$ cat src/rtl/spi_master_engine_pkg.sv
// =============================================================================
// spi_master_engine_pkg
// Shared state encodings and default parameters for the SPI master engine.
// Revision: 1.0
// =============================================================================
`default_nettype none

package spi_master_engine_pkg;

    localparam int c_DEFAULT_CLK_DIV    = 1;
    localparam int c_DEFAULT_DATA_WIDTH = 8;

    localparam logic [2:0] c_ST_IDLE  = 3'd0;
    localparam logic [2:0] c_ST_SETUP = 3'd1;
    localparam logic [2:0] c_ST_SHIFT = 3'd2;
    localparam logic [2:0] c_ST_WAIT  = 3'd3;
    localparam logic [2:0] c_ST_HOLD  = 3'd4;
    localparam logic [2:0] c_ST_GAP   = 3'd5;

    // The SCLK divider only runs in the timed states; WAIT and IDLE park it.
    function automatic logic f_div_enabled(input logic [2:0] st);
        return (st == c_ST_SETUP) || (st == c_ST_SHIFT) ||
               (st == c_ST_HOLD)  || (st == c_ST_GAP);
    endfunction

endpackage

`default_nettype wire

$ cat src/rtl/spi_clk_div.sv
// =============================================================================
// spi_clk_div
// Emits a one-cycle tick every CLK_DIV cycles while enabled; clears when idle.
// Revision: 1.0
// =============================================================================
`default_nettype none

module spi_clk_div #(
    parameter int CLK_DIV = 1
) (
    input  logic clock,
    input  logic reset,
    input  logic i_enable,
    output logic o_tick
);

    localparam logic [7:0] c_TERM = 8'(CLK_DIV - 1);

    logic [7:0] r_cnt;

    assign o_tick = i_enable && (r_cnt == c_TERM);

    always_ff @(posedge clock or negedge reset) begin
        if (!reset) begin
            r_cnt <= '0;
        end else if (!i_enable || (r_cnt == c_TERM)) begin
            r_cnt <= '0;
        end else begin
            r_cnt <= r_cnt + 8'd1;
        end
    end

endmodule

`default_nettype wire

$ cat src/rtl/spi_master_engine.sv
// =============================================================================
// spi_master_engine
// Byte-level SPI mode-0 master, MSB first, with valid/ready transmit handshake.
// Revision: 1.0
// =============================================================================
`default_nettype none

module spi_master_engine
    import spi_master_engine_pkg::*;
#(
    parameter int CLK_DIV    = c_DEFAULT_CLK_DIV,
    parameter int DATA_WIDTH = c_DEFAULT_DATA_WIDTH
) (
    input  logic                  clock,
    input  logic                  reset,
    input  logic                  tx_valid,
    output logic                  tx_ready,
    input  logic [DATA_WIDTH-1:0] tx_data,
    input  logic                  tx_last,
    output logic                  rx_valid,
    output logic [DATA_WIDTH-1:0] rx_data,
    output logic                  busy,
    output logic                  sclk,
    output logic                  mosi,
    input  logic                  miso,
    output logic                  cs_n
);

    localparam int                c_BCW       = $clog2(2 * DATA_WIDTH + 1);
    localparam logic [c_BCW-1:0]  c_LAST_HALF = c_BCW'(2 * DATA_WIDTH - 1);

    logic [2:0]            r_state;
    logic [DATA_WIDTH-1:0] r_shreg;
    logic                  r_last_q;
    logic [c_BCW-1:0]      r_bit_cnt;
    logic                  r_sclk;
    logic                  r_mosi;
    logic                  r_cs_n;
    logic                  r_rx_valid;
    logic [DATA_WIDTH-1:0] r_rx_data;
    logic                  r_busy;
    logic                  r_tx_ready;

    logic w_accept;
    logic w_tick;

    assign w_accept = tx_valid && r_tx_ready;

    spi_clk_div #(
        .CLK_DIV (CLK_DIV)
    ) u_clk_div (
        .clock    (clock),
        .reset    (reset),
        .i_enable (f_div_enabled(r_state)),
        .o_tick   (w_tick)
    );

    always_ff @(posedge clock or negedge reset) begin
        if (!reset) begin
            r_state    <= c_ST_IDLE;
            r_shreg    <= '0;
            r_last_q   <= 1'b0;
            r_bit_cnt  <= '0;
            r_sclk     <= 1'b0;
            r_mosi     <= 1'b0;
            r_cs_n     <= 1'b1;
            r_rx_valid <= 1'b0;
            r_rx_data  <= '0;
            r_busy     <= 1'b0;
            r_tx_ready <= 1'b1;
        end else begin
            r_rx_valid <= 1'b0;
            case (r_state)
                c_ST_IDLE: begin
                    if (w_accept) begin
                        r_shreg    <= tx_data;
                        r_last_q   <= tx_last;
                        r_mosi     <= tx_data[DATA_WIDTH-1];
                        r_cs_n     <= 1'b0;
                        r_busy     <= 1'b1;
                        r_tx_ready <= 1'b0;
                        r_bit_cnt  <= '0;
                        r_state    <= c_ST_SETUP;
                    end
                end
                c_ST_SETUP: begin
                    if (w_tick) begin
                        r_state <= c_ST_SHIFT;
                    end
                end
                c_ST_SHIFT: begin
                    if (w_tick) begin
                        r_sclk    <= ~r_sclk;
                        r_bit_cnt <= r_bit_cnt + c_BCW'(1);
                        // Shifting on the rising edge keeps the next TX bit at the MSB.
                        if (!r_sclk) begin
                            r_shreg <= {r_shreg[DATA_WIDTH-2:0], miso};
                        end else if (r_bit_cnt == c_LAST_HALF) begin
                            r_rx_data  <= r_shreg;
                            r_rx_valid <= 1'b1;
                            r_bit_cnt  <= '0;
                            if (r_last_q) begin
                                r_state <= c_ST_HOLD;
                            end else begin
                                r_state    <= c_ST_WAIT;
                                r_tx_ready <= 1'b1;
                            end
                        end else begin
                            r_mosi <= r_shreg[DATA_WIDTH-1];
                        end
                    end
                end
                c_ST_WAIT: begin
                    if (w_accept) begin
                        r_shreg    <= tx_data;
                        r_last_q   <= tx_last;
                        r_mosi     <= tx_data[DATA_WIDTH-1];
                        r_tx_ready <= 1'b0;
                        r_bit_cnt  <= '0;
                        r_state    <= c_ST_SHIFT;
                    end
                end
                c_ST_HOLD: begin
                    if (w_tick) begin
                        r_cs_n  <= 1'b1;
                        r_state <= c_ST_GAP;
                    end
                end
                c_ST_GAP: begin
                    if (w_tick) begin
                        r_busy     <= 1'b0;
                        r_tx_ready <= 1'b1;
                        r_state    <= c_ST_IDLE;
                    end
                end
                default: begin
                    r_state <= c_ST_IDLE;
                end
            endcase
        end
    end

    assign tx_ready = r_tx_ready;
    assign rx_valid = r_rx_valid;
    assign rx_data  = r_rx_data;
    assign busy     = r_busy;
    assign sclk     = r_sclk;
    assign mosi     = r_mosi;
    assign cs_n     = r_cs_n;

endmodule

`default_nettype wire

$ cat config.mk
export PLATFORM = sky130hd
export DESIGN_NAME = spi_master_engine
export DESIGN_NICKNAME = d
export VERILOG_FILES = /design/src/rtl/spi_master_engine_pkg.sv /design/src/rtl/spi_clk_div.sv /design/src/rtl/spi_master_engine.sv
export SDC_FILE = /design/constraint.sdc
export NUM_CORES = 1
export LEC_CHECK = 0
export ABC_AREA = 0
export BUFFER_PORTS_ARGS = -buffer_cell sky130_fd_sc_hd__buf_2
export CAP_MARGIN = 10
export CORE_MARGIN = 5
export CORE_UTILIZATION = 30
export CTS_CLUSTER_SIZE = 30
export DETAILED_ROUTE_END_ITERATION = 16
export SLEW_MARGIN = 20
export SYNTH_ARGS = -nofsm -noshare
export SYNTH_HDL_FRONTEND = slang
export SYNTH_SLANG_ARGS = --single-unit
$ cat constraint.sdc
create_clock -name clock -period 2.5 [get_ports clock]
set_input_delay 0.5 -clock clock [delete_from_list [all_inputs] [get_ports clock]]
set_output_delay 0.5 -clock clock [all_outputs]
set_load 0.1 [all_outputs]
Word-level counts from Yosys, hierarchy flattened
Index checks and enable logic that the tools add are counted.
Word-level totals
  word-level logic and storage cells: 97
  register bits: 39
Operators by class
  add/subtract/negate cells: 2
  equal/unequal tests: 18
  multiplexer cells: 40
  reductions and logical operators: 24
  bitwise logic cells: 1
Operators with widths (count)
  two-way mux 8 bit: 4
  two-way mux 3 bit: 9
  two-way mux 5 bit: 4
  one-hot mux 3 bit (6 select lines): 1
  two-way mux 1 bit: 16
  one-hot mux 8 bit (2 select lines): 1
  != test 2 x 1 -> 1 bit (second input constant): 6
  != test 2 bit (second input constant): 6
  one-hot mux 5 bit (2 select lines): 1
  AND reduction 3 bit: 3
  adder 8 x 1 -> 8 bit (second input constant): 1
  logical NOT 8 bit: 1
  AND reduction 4 bit: 2
  AND reduction 8 bit: 1
  AND reduction 7 bit: 1
  == test 3 x 2 -> 1 bit (second input constant): 2
  == test 3 bit (second input constant): 2
  one-hot mux 1 bit (2 select lines): 3
  nonzero test 2 bit: 3
  adder 5 x 1 -> 5 bit (second input constant): 1
  == test 5 x 4 -> 1 bit (second input constant): 1
  AND reduction 5 bit: 1
  logical OR 1 bit: 4
  AND reduction 2 bit: 2
  other kinds (8): 9

Longest topological paths before layout
  depth in word-level cells: 7
  depth in mapped cells: 6
  mapped depth without buffers: 6

By module
A second synthesis with hierarchy kept.
Unflattened totals
  cell total of the unflattened synthesis: 198
  area, all modules: 2037.0 um^2
By module, submodules not included
  spi_master_engine: area each 1627.8 um^2, times used 1, cells each 156
  spi_clk_div: area each 409.1 um^2, times used 1, cells each 42

Worst setup path after synthesis
Ideal clock, no wire load.
  path type: register -> register
  from: reg r_tx_ready (netlist: tx_ready)
  to: reg r_shreg[0]
  slack: 0.272 ns
  clock period less this slack: 2.228 ns
  library setup time: 0.125 ns
  arrival: 2.104 ns
  cell stages (with the launch flop): 6
  cells stage by stage: dfstp_2 > nand2_1 > or4_1 > buf_2 > o31ai_4 > mux2_2
Between the ends
  longest elaborated chain between the ends: 3
RTL lines
  start: declaration: line spi_master_engine.sv:42  | logic r_tx_ready;
  start signal: assignment: line spi_master_engine.sv:70  | r_tx_ready <= 1'b1;
  start signal: assignment: line spi_master_engine.sv:81  | r_tx_ready <= 1'b0;
  start signal: assignment: line spi_master_engine.sv:106  | r_tx_ready <= 1'b1;
  logical AND 1 bit: line spi_master_engine.sv:47  | assign w_accept = tx_valid && r_tx_ready;
  != test 2 x 1 -> 1 bit (no source line)
  AND reduction 4 bit (no source line)
  end signal: assignment: line spi_master_engine.sv:76  | r_shreg <= tx_data;
  end signal: assignment: line spi_master_engine.sv:97  | r_shreg <= {r_shreg[DATA_WIDTH-2:0], miso};
  end signal: assignment: line spi_master_engine.sv:115  | r_shreg <= tx_data;
  end: declaration: line spi_master_engine.sv:33  | logic [DATA_WIDTH-1:0] r_shreg;
No other way between the ends.
A chain may end at the register's enable or synchronous reset.

Final worst setup path
  from: reg r_state[1]
  to: reg r_shreg[4]
Between the ends
  longest elaborated chain between the ends: 7
  elaborated cells on any way between the ends: 17
  classes of those cells: eq/ne: 8; mux: 1; reduce/logical: 8
RTL lines
  start: declaration: line spi_master_engine.sv:32  | logic [2:0] r_state;
  start signal: assignment: line spi_master_engine.sv:60  | r_state <= c_ST_IDLE;
  start signal: assignment: line spi_master_engine.sv:83  | r_state <= c_ST_SETUP;
  start signal: assignment: line spi_master_engine.sv:88  | r_state <= c_ST_SHIFT;
  == test 3 x 1 -> 1 bit / == test 3 x 2 -> 1 bit (equally long branches): line spi_master_engine_pkg.sv:22, spi_master_engine.sv:73
  logical OR 1 bit (2 in series): line spi_master_engine_pkg.sv:22  | return (st == c_ST_SETUP) || (st == c_ST_SHIFT) ||
  logical OR 1 bit: line spi_master_engine_pkg.sv:23  | (st == c_ST_HOLD) || (st == c_ST_GAP);
  logical AND 1 bit: line spi_clk_div.sv:21  | assign o_tick = i_enable && (r_cnt == c_TERM);
  != test 2 x 1 -> 1 bit (no source line)
  AND reduction 4 bit (no source line)
Several ways; a longest one is shown, not always the timed one.

==> results.py <==
metrics = {
    "pwr": {
        "powerDensity_nw_per_um2": 1190,
        "p_total_w": 0.00262,
        "cellLeakagePower_nw": 1.01,
        "vdd_drop_max_mv": 0.511,
    },
    "grt": {
        "grt_first_pass_wirelength_um": 6270,
        "grt-ovfl-total": 0,
        "antenna_found_initial": 0,
        "grt_max_degree": 40,
        "track_usage_pct": 9.50,
        "grt_pass1_vias": 1309,
    },
    "setup_path": {
        "cp_cell_sequence": "nor2b_1, or4_1, o31ai_4, mux2_2",
        "critPathBufInv": 0,
        "crit_fanout": 12,
        "cp_slowest_stage_delay_ns": 0.70,
        "cp.arrival_ns": 2.27,
        "crit_path_top_delay_cell": "or4_1",
        "worst_setup_path_start_kind": "flop",
        "crit_type": "flop to flop",
        "cp-end-kind": "flop",
        "critical-path-top-delay-family": "simple AND/OR/NAND/NOR gates",
        "crit_required_ns": 2.67,
    },
    "route": {
        "drtIter0Drc": 79,
        "wire_per_inst_um": 13.5,
        "ant_nets": 0,
        "drc_errors": 0,
        "routed_wl_um": 3630,
        "vias_per_cell": 4.85,
        "vias": 1300,
        "dr.pass1.iters": 4,
    },
    "timing": {
        "fin_tns_setup_ns": 0,
        "period_share_pct": 84.2,
        "worst_slew_pin_slew_ns": 0.863,
        "setup_violations": 0,
        "rsz0062_at_grt": "no",
        "fin_crit_ns": 2.10,
        "drv_slew": 0,
        "slew_headroom_pct": 42.4,
        "fmax_ghz": 0.475,
        "hold_violations": 0,
        "finClkSkew_ns": 0.00396,
        "worst_slack_ns": 0.395,
    },
    "die": {
        "dieArea_um2": 8100,
        "die_w_um": 90.0,
        "core_area_um2": 6280,
        "rows": 29,
        "ios": 27,
        "initial_core_util_pct": 30.6,
        "dieHeight_um": 90.0,
    },
    "synthesis": {
        "yosys.area.top_type": "dfrtp_1",
        "syn-cell-area_um2": 1920,
        "async_flop_share_pct": 100,
        "synth_area_leaders": "dfrtp_1 48%, mux2_2 16%, nand3_1 3.1%, dfstp_2 2.7%, nor2_1 2.5%",
        "yosysTopAreaCellShare_pct": 48.2,
        "syn_nets": 178,
        "synth_top_family_by_area": "multiplexers",
        "ys_seq_area_share_pct": 50.9,
        "avgSynthCellArea_um2": 11.9,
        "synthXorXnorAreaFrac_pct": 3.19,
        "synthSimpleGateAreaFrac_pct": 16.2,
        "synth_cell_type_count": 42,
        "synth_compound_area_share_pct": 9.12,
        "synth_ff_type": "dfrtp_1",
        "synth_mux_area_share_pct": 16.4,
        "postSynthCellCount": 162,
        "synthAdderAreaFrac_pct": 1.95,
        "ys_warn_count": 0,
        "ys_ff_latch": 39,
        "synth_edf_count": 0,
        "synth_common_cells": "37 x dfrtp_1, 28 x mux2_2, 13 x nor2_1, 12 x nand3_1, 7 x o21ai_0",
        "yosysMostFrequentCell": "dfrtp_1",
    },
    "clock_network": {
        "ctsHoldBuffers": 0,
        "cts_buffer_depth": 2,
        "numCtsBuffers": 5,
        "cts_resized": 0,
        "clk_pin_slew_ns": 0.07,
        "cts_setup_buffers": 0,
        "htreeDepth": 2,
        "insertion_delay_ns": 0.28,
        "tritoncts": "built",
        "cts-root-buf": "clkbuf_8",
        "cts_sinks": 39,
    },
    "placement": {
        "preCtsSetupSlack_ns": 0.384,
        "gp_congestion": 0.755,
        "portBuffers": 26,
        "hpwl_um": 2610,
        "postPlaceCellArea_um2": 2130,
    },
    "outcome": {
        "status": "completed",
    },
    "finish": {
        "final_cell_area_um2": 2210,
        "post-route-util_pct": 35.2,
        "n_antenna_cell": 0,
        "area_growth_pct": 14.9,
        "nNetsFinal": 208,
        "drive_above_1_share_pct": 36.1,
    },
    "run": {
        "cap_violations": 0,
    },
    "hold_path": {
        "hp-class": "input pin to async pin",
    },
}
-- flip-flops by register name, indices dropped and copies added (netlist names) --
name,cells
r_bit_cnt,5
u_clk_div.r_cnt,8
r_state,3
r_last_q,1
busy,1
tx_ready,1
r_shreg,8
rx_valid,1
sclk,1
mosi,1
rx_data,8
cs_n,1
-- placed cells by master, fill, tap and decap left out, types with 3 or more instances in the layout --
cell / n
inv_1: 6
clkbuf_8: 5
and3_1: 4
ha_1: 3
dfrtp_1: 37
a21oi_1: 4
o21ai_0: 7
xor2_1: 5
nand2_1: 4
buf_2: 26
nor2_1: 13
nand3_1: 12
mux2_2: 28
-- worst register-to-register path, stage by stage (launching register included) --
cell	delay, ns
dfrtp_1	0.49
nor2b_1	0.21
or4_1	0.70
o31ai_4	0.21
mux2_2	0.39
-- report_power, final --
part | switching [W] | internal, W
clock | 0.000197 | 0.000186
sequential | 0.000171 | 0.000825
combinational | 0.000741 | 0.000506
-- final cells by class --
class	instances	area, µm²
fill	620	4070
sequential	39	978
multi-input combinational	113	900
timing repair buffer	27	138
tap	77	96.3
clock buffer	6	72.6
inverter	6	22.5
-- worst paths after layout --
path	from	to	slack (ns)	cells past startpoint
hold / removal	reset	u_clk_div.r_cnt[7]	0.33	1
min in group clock	tx_last	r_last_q	0.46	2
setup / recovery	r_state[1]	r_shreg[4]	0.40	4
hold reg to reg	rx_data[1]	rx_data[1]	0.50	1
max in group asynchronous	reset	rx_data[1]	1.64	1
setup reg to reg	r_state[1]	r_shreg[4]	0.40	4
-- kinds of logic (layout without fill, tap and decap cells) --
family / Yosys count / after routing
multiplexers: 28 / 28
XOR/XNOR: 7 / 7
AND/OR/NAND/NOR: 51 / 51
flip-flops: 39 / 39
adder cells (fa/ha/maj): 3 / 3
AO/OA/AOI/OAI: 24 / 24
buffers and inverters: 10 / 39
-- routing by layer --
| metal | vias up | routed length [µm] | track usage (%) |
|---|---|---|---|
| met4 | 0 | 88 | 5.21 |
| li1 | 657 | - | - |
| met1 | 611 | 1790 | 12.4 |
| met2 | 27 | 1560 | 13.7 |
| met5 | - | 0 | 0 |
| met3 | 5 | 194 | 3.17 |
-- through the flow --
step           hold WS, ns  cells
3_5_place_dp         0.494    262
6_report             0.327    268
4_1_cts              0.362    268
2_1_floorplan        0.204    162
3_3_place_gp         0.488    262
5_1_grt              0.403    268
(Power assumes the default switching activity.)
